## src/rtl/nibble_serial_add_ctrl.sv

```systemverilog
// nibble_serial_add_ctrl
//   Adds or subtracts two WIDTH-bit operands one nibble per cycle through a
//   single 4-bit ripple-carry slice. The carry is registered between nibbles.
//   Optional feature macro: ADD_OVF_EN (signed overflow flag on ovf).
//   Without ADD_OVF_EN the ovf port is tied to 0.
//
//   Handshakes: a transfer happens on a rising edge where valid and ready are
//   both high. in_ready is high only in IDLE. out_valid is high only in DONE,
//   and sum/cout/ovf are held stable while out_valid is high and out_ready is low.
module nibble_serial_add_ctrl #(
  parameter int WIDTH = 16
) (
  input  logic             clk,
  input  logic             reset,
  input  logic             in_valid,
  output logic             in_ready,
  input  logic [WIDTH-1:0] a,
  input  logic [WIDTH-1:0] b,
  input  logic             cin,
  input  logic             sub,
  output logic             out_valid,
  input  logic             out_ready,
  output logic [WIDTH-1:0] sum,
  output logic             cout,
  output logic             ovf,
  output logic [1:0]       dbg_state
);

  localparam int NIB = WIDTH / 4;
  localparam int CW  = (NIB > 1) ? $clog2(NIB) : 1;
  localparam logic [CW-1:0] LAST = CW'(NIB - 1);

  typedef enum logic [1:0] {
    IDLE = 2'd0,
    RUN  = 2'd1,
    DONE = 2'd2
  } state_t;

  state_t          state;
  state_t          state_nxt;

  logic [WIDTH-1:0] a_q;
  logic [WIDTH-1:0] b_q;       // already inverted for subtract
  logic [WIDTH-1:0] sum_q;
  logic             carry_q;
  logic [CW-1:0]    count;

  logic [3:0]       a_nib;
  logic [3:0]       b_nib;
  logic [4:0]       slice;

  // State register
  always_ff @(posedge clk) begin
    if (reset) begin
      state <= IDLE;
    end else begin
      state <= state_nxt;
    end
  end

  // Next-state logic
  always_comb begin
    state_nxt = state;
    case (state)
      IDLE: if (in_valid)      state_nxt = RUN;
      RUN:  if (count == LAST) state_nxt = DONE;
      DONE: if (out_ready)     state_nxt = IDLE;
      default:                 state_nxt = IDLE;
    endcase
  end

  // The shared 4-bit slice: current nibble of A and B plus the carry register
  always_comb begin
    a_nib = a_q[{count, 2'b00} +: 4];
    b_nib = b_q[{count, 2'b00} +: 4];
    slice = {1'b0, a_nib} + {1'b0, b_nib} + {4'b0000, carry_q};
  end

  // Operand capture, nibble-wise sum accumulation and carry chaining
  always_ff @(posedge clk) begin
    if (reset) begin
      a_q     <= '0;
      b_q     <= '0;
      sum_q   <= '0;
      carry_q <= 1'b0;
      count   <= '0;
    end else begin
      case (state)
        IDLE: begin
          if (in_valid) begin
            a_q     <= a;
            b_q     <= b ^ {WIDTH{sub}};
            carry_q <= sub ? 1'b1 : cin;
            count   <= '0;
          end
        end
        RUN: begin
          sum_q[{count, 2'b00} +: 4] <= slice[3:0];
          carry_q                    <= slice[4];
          if (count != LAST) begin
            count <= count + 1'b1;
          end
        end
        default: ;
      endcase
    end
  end

`ifdef ADD_OVF_EN
  logic ovf_q;
  logic msb_cin;

  // Carry into the MSB, recovered from the top nibble's bits and result bit
  assign msb_cin = a_nib[3] ^ b_nib[3] ^ slice[3];

  // Signed overflow captured on the last nibble step, alongside the carry-out
  always_ff @(posedge clk) begin
    if (reset) begin
      ovf_q <= 1'b0;
    end else if (state == RUN && count == LAST) begin
      ovf_q <= msb_cin ^ slice[4];
    end
  end

  assign ovf = ovf_q;
`else
  assign ovf = 1'b0;
`endif

  assign in_ready  = (state == IDLE);
  assign out_valid = (state == DONE);
  assign sum       = sum_q;
  assign cout      = carry_q;
  assign dbg_state = state;

endmodule

```

## config.mk

```make
export PLATFORM = sky130hd
export DESIGN_NAME = nibble_serial_add_ctrl
export DESIGN_NICKNAME = d
export VERILOG_FILES = /design/src/rtl/nibble_serial_add_ctrl.sv
export SDC_FILE = /design/constraint.sdc
export NUM_CORES = 1
export LEC_CHECK = 0
export CAP_MARGIN = 15
export CORE_UTILIZATION = 46
export CTS_BUF_LIST = sky130_fd_sc_hd__clkbuf_4 sky130_fd_sc_hd__clkbuf_8
export DETAILED_ROUTE_END_ITERATION = 10
export GPL_ROUTABILITY_DRIVEN = 0
export HOLD_SLACK_MARGIN = 0.15
export PLACE_DENSITY = 0.84
export RECOVER_POWER = 100
export SKIP_CTS_REPAIR_TIMING = 1
export SLEW_MARGIN = 25
export SYNTH_ARGS = -nofsm -noshare
export SYNTH_HDL_FRONTEND = slang
export SYNTH_SLANG_ARGS = --single-unit
```

## constraint.sdc

```tcl
create_clock -name clk -period 2.7 [get_ports clk]
set_clock_uncertainty 0.2 [all_clocks]
set_input_delay 0.54 -clock clk [delete_from_list [all_inputs] [get_ports clk]]
set_output_delay 0.54 -clock clk [all_outputs]
set_load 0.02 [all_outputs]
```

### Yosys cells after proc, flatten, opt, wreduce, memory -nomap -nowiden

Index checks and enable logic that the tools add are counted.
W data, S select, Z words.

* register bits: 53
* input port bits: 38
* output and inout bits: 22
* word-level logic and storage cells: 40

* $add $sub $neg: 4
* equality and inequality tests: 8
* shift operators: 4
* multiplexer cells: 11
* bitwise logic cells: 1
* reduce and logical (&&, ||, !) cells: 6

Operator list (number)
* $shiftx A16 B5 Y4: 2
* $bwmux W16: 1
* $shift A4 B6 Y16 const A: 1
* $shiftx A4 B6 Y16: 1
* $xor A16 B16 Y16: 1
* $mux W2: 5
* $ne A2 B2 Y1 const B: 4
* $neg A4 Y6: 1
* $pmux W2 S3: 1
* $reduce_and A3 Y1: 2
* $add A4 B4 Y5: 1
* $add A5 B1 Y5: 1
* $eq A2 B2 Y1 const B: 2
* $pmux W2 S2: 1
* $reduce_and A2 Y1: 2
* $add A2 B1 Y2 const B: 1
* $eq A2 B1 Y1 const B: 1
* $logic_not A2 Y1: 1
* $mux W1: 2
* $ne A2 B1 Y1 const B: 1
* $pmux W1 S2: 1
* $reduce_bool A2 Y1: 1

### Logic depth before layout (Yosys ltp)

* word-level depth: 5
* depth in mapped cells: 8

### Worst setup path before layout

OpenSTA, ideal clock, no wires.

* kind: register to register
* from: register count[0]
* to: register carry_q (netlist: cout)
* arrival: 2.345 ns
* slack: 0.020 ns
* stages on the path, launching flop included: 9
* path buffers: 1
* cells stage by stage: dfxtp_1 > buf_4 > mux4_2 > fa_1 > fa_1 > a21oi_1 > nor2b_1 > o21ai_0 > a31oi_1

* word-level cells in the longest chain between the ends: 4
* elaborated cells on any way between the ends: 5

Ends and longest elaborated chain
* start, declared: line 46 `logic [CW-1:0] count;`
* start signal, assigned: line 101 `count <= count + 1'b1;`
* $shiftx A16 B5 Y4, on equally long branches: line 74, 75
* $add A4 B4 Y5 (*): line 76 `slice = {1'b0, a_nib} + {1'b0, b_nib} + {4'b0000, carry_q};`
* $add A5 B1 Y5 (*): line 76
* $pmux W1 S2 (*): line 88 `case (state)`
* end signal, assigned: line 93 `carry_q <= sub ? 1'b1 : cin;`
* end signal, assigned: line 99 `carry_q <= slice[4];`
* end, declared: line 45 `logic carry_q;`

Every way passes the cells marked *; elsewhere a longest branch is shown, timed or not.
A chain may end at the register's enable or synchronous reset.

### Worst setup path in the final report

Ends and elaborated chain as after synthesis.

==> out/qor.yml <==
finalWirelength_mm: 5.42
antenna_found_initial: 0
fp-row-count: 26
ys_ff_latch: 53
whs_ns: 0.258
antenna_left: 0
core_area_mm2: 0.00517
crit_arrival_ns: 2.55
htreeDepth: 2
grt_pass1_wl_mm: 9.13
postSynthAreaPerCell_um2: 9.42
power.leakage_uw: 0.00123
syn_to_final_growth_pct: 27.9
grt-ovfl-total: 0
grt_usage_pct: 21.4
status: "finished clean"
dr.pass1.iters: 4
crit_fanout: 4
critical_path.max_stage_delay_ns: 0.51
required_ns: 2.68
root_buffer: "clkbuf_8"
cts_tree: "done"
via_per_inst: 5.25
yosysSeqAreaShare_pct: 42.5
finalHoldViolCount: 0
crit_chain: "mux4_2 > fa_1 > fa_1 > a21oi_1 > nor2b_1 > o21ai_1 > a31oi_1"
wire_per_inst_um: 13.9
max-vdd-ir-drop_mv: 0.262
finalCritPeriodShare_pct: 95.2
max_freq_ghz: 0.389
register_area_mm2: 0.00106
slew-limit-headroom_pct: 40.7
synth_warnings: 0
drc: 0
tightest_slew_ns: 0.887
crit_type: "register to register"
cpLargestDelayFamily: "adder cells"
crit_top_cell: "fa_1"
cts.clk_slew.worst_paths_ns: 0.09
grt_max_degree: 43
cpMaxStageDelayCell: "mux4_2"
syn-num-nets: 314
end_kind: "register"
num_vias: 2044
io_pins: 60
rsz0062_at_grt: "yes"
slew_viol_final: 0
final_nets: 367
clk_latency_ns: 0.31
diodes: 0
die_area_mm2: 0.00573
rrSetupSlack_ns: 0.13
power_density_mw_per_mm2: 508
first_iter_violations: 147
start_kind: "register"
layout_common_cells: "dfxtp_1 (52), clkdlybuf4s50_1 (42), nand2_1 (38)"
layout-drive-gt1-share_pct: 9.72
dpl.hpwl_mm: 4.14
netlist_area_mm2: 0.00250
setup_viol: 0
numCtsBuffers: 5
r2r_cells: 7
clock_path_buffers: 2
clock_sinks: 53
io_buffers: 58
grt_pass1_vias: 1971
cap_violations: 0
ys_types: 41
dieWidth_um: 75.7
cp_num_cells: 7
power.total_uw: 1620
multi_input_area_mm2: 0.00131
fin_util_pct: 61.8
fin_crit_ns: 2.57
cp_num_buf_inv: 0
synthCells: 265
initial_core_util_pct: 48.3
die_height_um: 75.7
final_common_cell: "dfxtp_1"
hold_path_class: "register to register"
whs_path_depth: 2
fillers: 453
==> cell usage after synthesis (all sizes together) <==
library cell | count | share of area, %
a211oi | 16 | 5.0
nor3 | 1 | 0.20
dfxtp | 53 | 42
fa | 2 | 1.6
a22oi | 14 | 4.2
a31oi | 1 | 0.25
a32oi | 2 | 0.70
clkbuf | 7 | 1.1
nor2 | 37 | 5.6
and4b | 1 | 0.40
a21o | 2 | 0.65
nor3b | 3 | 1.6
nand2b | 4 | 1.0
xor2 | 1 | 0.35
inv | 3 | 0.45
xnor2 | 16 | 5.6
and2b | 2 | 0.70
buf | 12 | 3.1
nor2b | 2 | 0.50
o21ai | 4 | 0.80
and4 | 3 | 1.2
a211o | 1 | 0.35
mux4 | 8 | 7.2
nand3b | 2 | 0.60
ha | 9 | 4.5
nand3 | 1 | 0.20
a21oi | 18 | 3.6
conb | 1 | 0.15
or2 | 1 | 0.25
nand2 | 38 | 5.7
==> worst reg2reg max path, delay by kind of cell (launching register included) <==
family	cells	cell delay, ns
muxes	1	0.51
AOI/OAI and AO/OA	3	0.42
and+or+nand+nor	1	0.07
adders and majority gates	2	0.85
DFF	1	0.39
==> kinds of logic (layout without fill, tap and decap cells) <==
kind of cell / Yosys count / after routing / share of synthesized area (%)
mux: 8 / 8 / 7.21
other cells: 1 / 1 / 0.150
flops: 53 / 53 / 42.5
xor+xnor: 17 / 17 / 5.96
compound gates: 58 / 58 / 15.6
fa+ha+maj: 11 / 11 / 6.11
simple gates: 95 / 95 / 17.8
buf+inv: 22 / 76 / 4.66
==> worst paths after layout <==
path,from,end
worst min register to register,a_q[12],a_q[12]
worst max-delay path,count[0],cout
worst min-delay path,a_q[12],a_q[12]
worst max register to register,count[0],cout
==> power by group <==
group / switching (uW) / leakage [uW] / internal [uW]
clock network: 255 / 0.0000439 / 179
logic: 165 / 0.000750 / 168
registers: 30.0 / 0.000435 / 826
total: 450 / 0.00123 / 1170
==> layout make-up <==
class                   count  area share, %
multi-input cells         190           40.9
flip-flops and latches     53           33.3
repair buffers             65           20.0
well taps                  70           2.74
clock buffers               5           2.15
clock inverters             3          0.548
inverters                   3          0.353
==> metrics by stage <==
step                cell area, um^2  cells  worst slack [ns]  setup TNS (ns)
CTS                            3210    389           0.00193               0
global route                   3190    389         -0.000471       -0.000705
detailed placement             3120    381            0.0616               0
finish                         3190    389             0.130               0
floorplan                      2500    265            0.0203               0
global placement               3120    381             0.129               0
==> state kept, by name, summed over array words and instances (netlist names) <==
name / count
a_q: 16
b_q: 16
sum: 16
count: 2
dbg_state: 2
cout: 1
==> routing by layer <==
| metal | wire length (um) | share of wire [%] | track usage (%) | vias to the layer above |
|---|---|---|---|---|
| met3 | 232 | 4.3 | 4.10 | 10 |
| met1 | 2440 | 45 | 27.8 | 950 |
| met2 | 2660 | 49 | 35.9 | 60 |
| met5 | 0 | 0 | 0 | - |
| li1 | - | - | - | 1024 |
| met4 | 84 | 1.6 | 7.00 | 0 |
Note: power is estimated with default switching activity, not from simulation.
